## config.mk

```make
export PLATFORM = sky130hd
export DESIGN_NAME = pt2272_decoder
export DESIGN_NICKNAME = d
export VERILOG_FILES = /design/src/rtl/pt22_pkg.sv /design/src/rtl/pt22_din_sync.sv /design/src/rtl/pt2272_decoder.sv
export SDC_FILE = /design/constraint.sdc
export NUM_CORES = 1
export LEC_CHECK = 0
export BUFFER_PORTS_ARGS = -buffer_cell sky130_fd_sc_hd__buf_4
export CAP_MARGIN = 25
export CORE_ASPECT_RATIO = 1.4
export CORE_UTILIZATION = 55
export DETAILED_ROUTE_END_ITERATION = 12
export MAX_ROUTING_LAYER = met4
export PLACE_DENSITY = 0.73
export SYNTH_ARGS = -nofsm -noshare
export SYNTH_HDL_FRONTEND = slang
export SYNTH_SLANG_ARGS = --single-unit
```

## constraint.sdc

```tcl
create_clock -name clk -period 4.62 [get_ports clk]
set_input_delay 0.462 -clock clk [delete_from_list [all_inputs] [get_ports clk]]
set_output_delay 0.462 -clock clk [all_outputs]
set_load 0.05 [all_outputs]
```

## src/rtl/pt22_pkg.sv

```systemverilog
`default_nettype none
// ============================================================================
// Module   : pt22_pkg
// Brief    : Shared types, frame constants and trit-code helpers for the
//            PT2272-compatible receive decoder.
// Revision : 1.0
// ============================================================================
package pt22_pkg;

    typedef enum logic [2:0] {
        HUNT  = 3'd0,
        ARMED = 3'd1,
        HIGH  = 3'd2,
        LOW   = 3'd3,
        SYNCH = 3'd4,
        SYNCL = 3'd5
    } pt22_state_e;

    localparam logic [1:0] CODE_0 = 2'b00;
    localparam logic [1:0] CODE_1 = 2'b11;
    localparam logic [1:0] CODE_F = 2'b01;

    localparam int N_ADDR   = 8;
    localparam int N_DATA   = 4;
    localparam int N_SYM    = N_ADDR + N_DATA;
    localparam int N_PULSES = 2 * N_SYM;

    // Pulse timing windows, in units of alpha
    localparam int PULSE_MIN_A     = 12;
    localparam int HIGH_MAX_A      = 16;
    localparam int PULSE_MAX_A     = 20;
    localparam int SYNC_HIGH_MAX_A = 8;

    // Pair 10 is never a legal trit; data symbols may only be 0 or 1.
    function automatic logic frame_code_bad(input logic [N_PULSES-1:0] f);
        logic bad;
        bad = 1'b0;
        for (int k = 0; k < N_ADDR; k++) begin
            if (f[2*k +: 2] == 2'b10) bad = 1'b1;
        end
        for (int j = 0; j < N_DATA; j++) begin
            if (f[2*(N_ADDR+j) +: 2] != CODE_0 && f[2*(N_ADDR+j) +: 2] != CODE_1) bad = 1'b1;
        end
        return bad;
    endfunction

    function automatic logic [N_DATA-1:0] frame_data(input logic [N_PULSES-1:0] f);
        logic [N_DATA-1:0] d;
        for (int j = 0; j < N_DATA; j++) begin
            d[j] = f[2*(N_ADDR+j)];
        end
        return d;
    endfunction

endpackage
`default_nettype wire

```

## src/rtl/pt22_din_sync.sv

```systemverilog
`default_nettype none
// ============================================================================
// Module   : pt22_din_sync
// Brief    : Two-flop synchroniser for the raw RF data pin with edge pulses
//            derived from the synchronised level.
// Revision : 1.0
// ============================================================================
module pt22_din_sync (
    input  logic clk,
    input  logic rst_n,
    input  logic din_i,
    output logic lvl_o,
    output logic rise_o,
    output logic fall_o
);

    logic meta_q;
    logic sync_q;
    logic prev_q;

    always_ff @(posedge clk or negedge rst_n) begin
        if (!rst_n) begin
            meta_q <= 1'b0;
            sync_q <= 1'b0;
            prev_q <= 1'b0;
        end else begin
            meta_q <= din_i;
            sync_q <= meta_q;
            prev_q <= sync_q;
        end
    end

    assign lvl_o  = sync_q;
    assign rise_o = sync_q & ~prev_q;
    assign fall_o = ~sync_q & prev_q;

endmodule
`default_nettype wire

```

## src/rtl/pt2272_decoder.sv

```systemverilog
`default_nettype none
// ============================================================================
// Module   : pt2272_decoder
// Brief    : PT2272-style receiver: pulse-width decode of 12 trit/bit symbols,
//            address match, two-frame data confirmation and vt hold timer.
// Revision : 1.0
// ============================================================================
module pt2272_decoder
    import pt22_pkg::*;
#(
    parameter int ALPHA_CYC      = 4,
    parameter int SYNC_MIN_ALPHA = 32,
    parameter int VT_HOLD_CYC    = 1000
) (
    input  logic                    clk,
    input  logic                    rst_n,
    input  logic                    din_i,
    input  logic [2*N_ADDR-1:0]     ax_local_i,
    output logic [N_DATA-1:0]       data_out_o,
    output logic                    vt_o,
    output logic                    frame_ok_o,
    output logic                    frame_err_o
);

    localparam int CW = $clog2(SYNC_MIN_ALPHA*ALPHA_CYC + 1);
    localparam int HW = $clog2(VT_HOLD_CYC + 1);

    localparam logic [CW-1:0] CNT_MAX       = '1;
    localparam logic [CW-1:0] SYNC_LOW_CYC  = CW'(SYNC_MIN_ALPHA*ALPHA_CYC);
    localparam logic [CW:0]   PULSE_MIN     = (CW+1)'(PULSE_MIN_A*ALPHA_CYC);
    localparam logic [CW:0]   PULSE_MAX     = (CW+1)'(PULSE_MAX_A*ALPHA_CYC);
    localparam logic [CW:0]   HIGH_MAX      = (CW+1)'(HIGH_MAX_A*ALPHA_CYC);
    localparam logic [CW:0]   SYNC_HIGH_MAX = (CW+1)'(SYNC_HIGH_MAX_A*ALPHA_CYC);
    localparam logic [HW-1:0] HOLD_LOAD     = HW'(VT_HOLD_CYC);
    localparam logic [4:0]    LAST_IDX      = 5'(N_PULSES-1);

    logic lvl_w, rise_w, fall_w;

    pt22_din_sync u_sync (
        .clk    (clk),
        .rst_n  (rst_n),
        .din_i  (din_i),
        .lvl_o  (lvl_w),
        .rise_o (rise_w),
        .fall_o (fall_w)
    );

    pt22_state_e           state_q, state_d;
    logic [CW-1:0]         cnt_q, cnt_d;
    logic [CW-1:0]         hw_q, hw_d;
    logic [4:0]            idx_q, idx_d;
    logic [N_PULSES-1:0]   shift_q, shift_d;
    logic [N_DATA-1:0]     data_q, data_d;
    logic                  vt_q, vt_d;
    logic [HW-1:0]         hold_q, hold_d;
    logic                  hist_v_q, hist_v_d;
    logic [N_DATA-1:0]     hist_data_q, hist_data_d;
    logic                  ok_q, ok_d;
    logic                  err_q, err_d;
    logic                  fail_w;

    logic [CW:0]           run_w, done_w, sum_run_w, sum_done_w;
    logic                  bit_w;
    logic [4:0]            wr_idx_w;
    logic [N_DATA-1:0]     fdata_w;
    logic                  code_bad_w;

    // Width of the current level including this cycle; restarts on every edge
    assign cnt_d      = (rise_w | fall_w) ? CW'(1) :
                        (cnt_q == CNT_MAX) ? cnt_q : cnt_q + CW'(1);
    assign run_w      = {1'b0, cnt_d};
    assign done_w     = {1'b0, cnt_q};
    assign sum_run_w  = {1'b0, hw_q} + run_w;
    assign sum_done_w = {1'b0, hw_q} + done_w;
    assign bit_w      = (hw_q > cnt_q);
    assign wr_idx_w   = {idx_q[4:1], ~idx_q[0]};
    assign fdata_w    = frame_data(shift_q);
    assign code_bad_w = frame_code_bad(shift_q);

    always_comb begin
        state_d     = state_q;
        hw_d        = hw_q;
        idx_d       = idx_q;
        shift_d     = shift_q;
        data_d      = data_q;
        vt_d        = vt_q;
        hold_d      = hold_q;
        hist_v_d    = hist_v_q;
        hist_data_d = hist_data_q;
        ok_d        = 1'b0;
        err_d       = 1'b0;
        fail_w      = 1'b0;

        if (hold_q != '0) begin
            hold_d = hold_q - HW'(1);
            if (hold_q == HW'(1)) vt_d = 1'b0;
        end

        case (state_q)
            HUNT: begin
                if (!lvl_w && cnt_d >= SYNC_LOW_CYC) state_d = ARMED;
            end
            ARMED: begin
                if (rise_w) begin
                    state_d = HIGH;
                    idx_d   = '0;
                end
            end
            HIGH: begin
                if (fall_w) begin
                    hw_d    = cnt_q;
                    state_d = LOW;
                end else if (run_w > HIGH_MAX) begin
                    fail_w = 1'b1;
                end
            end
            LOW: begin
                if (rise_w) begin
                    if (sum_done_w < PULSE_MIN || sum_done_w > PULSE_MAX) begin
                        fail_w = 1'b1;
                    end else begin
                        shift_d[wr_idx_w] = bit_w;
                        idx_d             = idx_q + 5'd1;
                        state_d           = (idx_q == LAST_IDX) ? SYNCH : HIGH;
                    end
                end else if (sum_run_w > PULSE_MAX) begin
                    fail_w = 1'b1;
                end
            end
            SYNCH: begin
                if (fall_w) begin
                    if (done_w > SYNC_HIGH_MAX) fail_w = 1'b1;
                    else                        state_d = SYNCL;
                end else if (run_w > SYNC_HIGH_MAX) begin
                    fail_w = 1'b1;
                end
            end
            SYNCL: begin
                if (rise_w) begin
                    fail_w = 1'b1;
                end else if (cnt_d >= SYNC_LOW_CYC) begin
                    // The sync gap that closes this frame also arms the next one
                    state_d = ARMED;
                    shift_d = '0;
                    idx_d   = '0;
                    if (code_bad_w) begin
                        fail_w = 1'b1;
                    end else if (shift_q[2*N_ADDR-1:0] != ax_local_i) begin
                        vt_d     = 1'b0;
                        hold_d   = '0;
                        hist_v_d = 1'b0;
                    end else begin
                        ok_d   = 1'b1;
                        hold_d = HOLD_LOAD;
                        if (hist_v_q && fdata_w == hist_data_q) begin
                            data_d = fdata_w;
                            vt_d   = 1'b1;
                        end
                        hist_v_d    = 1'b1;
                        hist_data_d = fdata_w;
                    end
                end
            end
            default: state_d = HUNT;
        endcase

        if (fail_w) begin
            err_d    = 1'b1;
            shift_d  = '0;
            idx_d    = '0;
            hist_v_d = 1'b0;
            state_d  = HUNT;
        end
    end

    always_ff @(posedge clk or negedge rst_n) begin
        if (!rst_n) begin
            state_q     <= HUNT;
            cnt_q       <= '0;
            hw_q        <= '0;
            idx_q       <= '0;
            shift_q     <= '0;
            data_q      <= '0;
            vt_q        <= 1'b0;
            hold_q      <= '0;
            hist_v_q    <= 1'b0;
            hist_data_q <= '0;
            ok_q        <= 1'b0;
            err_q       <= 1'b0;
        end else begin
            state_q     <= state_d;
            cnt_q       <= cnt_d;
            hw_q        <= hw_d;
            idx_q       <= idx_d;
            shift_q     <= shift_d;
            data_q      <= data_d;
            vt_q        <= vt_d;
            hold_q      <= hold_d;
            hist_v_q    <= hist_v_d;
            hist_data_q <= hist_data_d;
            ok_q        <= ok_d;
            err_q       <= err_d;
        end
    end

    assign data_out_o  = data_q;
    assign vt_o        = vt_q;
    assign frame_ok_o  = ok_q;
    assign frame_err_o = err_q;

endmodule
`default_nettype wire

```

==> flow_metrics.py <==
metrics = {
    "clocking": {
        "clkLatencyLatePin_ps": 330,
        "htree_levels": 3,
        "cts-root-buf": "clkbuf_16",
        "cts_sinks": 73,
        "path_clk_slew_ps": 60,
        "cts_tree": "built",
        "cts_buffer_depth": 2,
        "cts_buffers": 9,
    },
    "final_layout": {
        "syn_to_final_growth_pct": 11.28,
        "n_antenna_cell": 0,
        "drive_gt1_share_pct": 13.22,
        "nNetsFinal": 641,
        "layout.cells.non_filler": 697,
    },
    "critical_path": {
        "cp_data_required_time_ps": 4870,
        "cp-end-kind": "flop",
        "cp_slowest_cell": "dfrtp_1",
        "path_cells": "ha_1, nand3_1, or2_2, nor2_1, a21oi_1, nor2b_1, ha_1, a211oi_1, nor3b_1, o21ai_0, nor3b_1, o22ai_1, a21o_1, a211o_2, buf_4, a21oi_1",
        "worstReg2RegStart": "cnt_q[0]",
        "worstPathMaxFanout": 16,
        "crit_path_start_kind": "flop",
        "worst_path_largest_cell_delay_ps": 490,
        "crit_start": "cnt_q[0]",
        "arrival_ps": 4420,
        "crit_type": "reg2reg",
    },
    "route": {
        "drc": 0,
        "vias_per_cell": 6.166,
        "wl_per_cell_um": 17.62,
        "drt_iter0_markers": 321,
        "wl_mm": 12.28,
        "ant_nets": 0,
        "dr.pass1.iters": 5,
        "vias": 4298,
    },
    "power": {
        "leakage_uw": 0.002511,
        "worst_ir_drop_vdd_uv": 279.1,
        "seqPwrFrac_pct": 43.1,
        "powerDensity_nw_per_um2": 305.6,
        "pwr-share-comb_pct": 16.8,
        "swShare_pct": 26.93,
        "p_int_uw": 1254,
        "p_sw_uw": 462.3,
        "pwr-share-clk_pct": 40.2,
    },
    "global_route": {
        "grt_max_degree": 74,
        "track_usage_pct": 27.50,
        "met2_usage_pct": 49.45,
        "grt-ovfl-total": 0,
        "grtUsageMet3_pct": 4.810,
        "grt_antenna_before_repair": 0,
        "use_met1_pct": 29.86,
        "first_global_vias": 4235,
        "top_usage_layer": "met2",
        "grt_first_pass_wirelength_mm": 20.18,
    },
    "timing": {
        "hold_viol": 0,
        "finalMaxSlewViolations": 0,
        "setup_violations": 0,
        "layout_setup_ws_ps": 444.5,
        "min_period_over_period_pct": 90.38,
        "fin_hold_ws_ps": 240.7,
        "rsz0062_at_grt": "false",
        "slew_headroom_pct": 37.74,
        "tightest_slew_ps": 933.9,
        "min_period_ps": 4175,
        "clock_skew_ps": 6.951,
        "clock.fmax_mhz": 239.5,
        "setup_tns_ps": 0,
    },
    "die": {
        "chipWidth_um": 82.96,
        "core-area_um2": 8977,
        "num_rows": 41,
        "die_h_um": 115.3,
        "ios": 26,
        "die-area_um2": 9569,
        "start_util_pct": 56.22,
    },
    "synth": {
        "seq_area_frac_synth_pct": 36.19,
        "syn_area_um2": 5047,
        "netlist_instances": 567,
        "synth.distinct_cells": 62,
        "synthAdderAreaFrac_pct": 9.222,
        "yosys.area_share.simple_pct": 20.25,
        "synth.area.mux_share_pct": 4.041,
        "synth_nets": 622,
        "synth_seq_cells": 73,
        "synthXorXnorAreaFrac_pct": 6.941,
        "ys.flop_type": "dfrtp_1",
        "synth_top_family_by_area": "simple AND/OR/NAND/NOR gates",
        "synth_compound_area_share_pct": 18.69,
        "synth-edff-count": 0,
        "async_reset_ff_share_pct": 100.0,
        "yosysWarningCount": 0,
        "postSynthAreaPerCell_um2": 8.902,
    },
    "flow_run": {
        "drv_cap": 0,
    },
    "hold_path": {
        "min_from": "din_i",
        "timing.hold.worst.class": "in2reg",
    },
    "place": {
        "place_hpwl_mm": 8.856,
        "io_buffer_count": 25,
        "dpl.cell_count": 682,
        "dp_slack_ps": 447.6,
        "place_congestion": 0.9832,
    },
    "run_status": {
        "status": "completed",
    },
}
[registers in the layout, summed over array words and instances, names as in the netlist]
| signal | cells |
|---|---|
| hist_v_q | 1 |
| u_sync.prev_q | 1 |
| vt_o | 1 |
| data_out_o | 4 |
| cnt_q | 8 |
| frame_err_o | 1 |
| idx_q | 5 |
| shift_q | 24 |
| hold_q | 10 |
| state_q | 3 |
| u_sync.meta_q | 1 |
| hist_data_q | 4 |
| hw_q | 8 |
| frame_ok_o | 1 |
| u_sync.lvl_o | 1 |
[critical path, delay by kind of cell (launching register included)]
| kind | cells | cell delay [ps] |
|---|---|---|
| and+or+nand+nor | 6 | 1250 |
| DFF | 1 | 490 |
| adders and majority gates | 2 | 610 |
| buffers and inverters | 1 | 240 |
| AOI/OAI and AO/OA | 7 | 1510 |
[cells in the final DEF (no fill, tap or decap), types with 3 or more instances in the layout]
master	netlist	routed
o31ai_1	3	3
dfrtp_1	73	73
nor4_1	5	5
and2_1	15	15
a21o_1	5	5
ha_1	34	34
o2111ai_1	3	3
nor3b_1	7	7
o311a_1	3	3
nand3_1	15	15
a21oi_1	70	70
nor2b_1	10	10
a211oi_1	4	4
mux2_2	15	15
nor2_1	27	27
xnor2_1	32	32
clkbuf_16	0	9
nand2b_1	11	11
buf_4	2	35
o22ai_1	7	7
or4_1	3	3
inv_1	28	28
nand2_1	41	41
nand4_1	11	11
xor2_1	8	8
o31a_1	3	3
a31oi_1	7	7
and4b_1	3	3
nand3b_1	3	3
o21ai_0	37	37
nor3_1	19	19
or2_2	4	4
[kinds of logic (layout without fill, tap and decap cells)]
logic type	Yosys count	after routing
xor+xnor	40	40
fa+ha+maj	36	36
simple gates	186	186
flops	73	73
mux	18	18
buf+inv	56	79
compound gates	158	158
[cell type report]
| cell class | instances | area [um2] |
|---|---|---|
| clock inverters | 5 | 56.30 |
| flip-flops and latches | 73 | 1827 |
| multi-input cells | 438 | 2987 |
| inverters | 29 | 111.4 |
| fillers | 795 | 3361 |
| clock buffers | 10 | 239.0 |
| repair buffers | 35 | 262.8 |
| well taps | 107 | 133.9 |
[Yosys cell counts, types with 15 or more instances]
library cell	number	area share, %
dfrtp_1	73	36
a21oi_1	70	6.9
nand2_1	41	3.0
o21ai_0	37	3.7
ha_1	34	8.4
xnor2_1	32	5.6
inv_1	28	2.1
nor2_1	27	2.0
nor3_1	19	1.9
and2_1	15	1.9
clkbuf_1	15	1.1
mux2_2	15	3.3
nand3_1	15	1.5
[worst paths after layout]
kind / to / slack, ps / depth (start not counted)
min: u_sync.meta_q / 240 / 1
max: hist_v_q / 440 / 16
min in group asynchronous: hold_q[8] / 260 / 1
max reg2reg: hist_v_q / 440 / 16
max in group asynchronous: hold_q[2] / 3740 / 1
min reg2reg: u_sync.lvl_o / 350 / 0
[stage by stage]
stage | total power, uW | cell area (um2) | utilization, %
after floorplan | 955.8 | 5047 | -
after global placement | 1024 | 5313 | 59.18
after detailed placement | 1039 | 5320 | 59.26
after CTS | 1736 | 5615 | 62.55
after global routing | 1806 | 5617 | 62.56
final | 1717 | 5617 | 62.56
[power by group through the flow]
stage | clock (uW) | combinational (uW) | sequential, uW
detailed placement | 0 | 289 | 750
global route | 734 | 324 | 748
finish | 690 | 288 | 739
floorplan | 0 | 218 | 738
CTS | 706 | 291 | 739
global placement | 0 | 277 | 747
[metal layers]
layer | part of all wire, % | vias up
li1 | - | 2073
met1 | 40 | 2071
met2 | 54 | 129
met3 | 3.7 | 25
met4 | 2.2 | 0
met5 | 0 | -
[repair_timing]
item                       4_1_cts  5_1_grt
setup endpoints to repair        0       19
gates resized for setup          0        1
hold buffers                     0        0
setup buffers                    0        0
No activity file was read; power rests on OpenSTA's default activity.
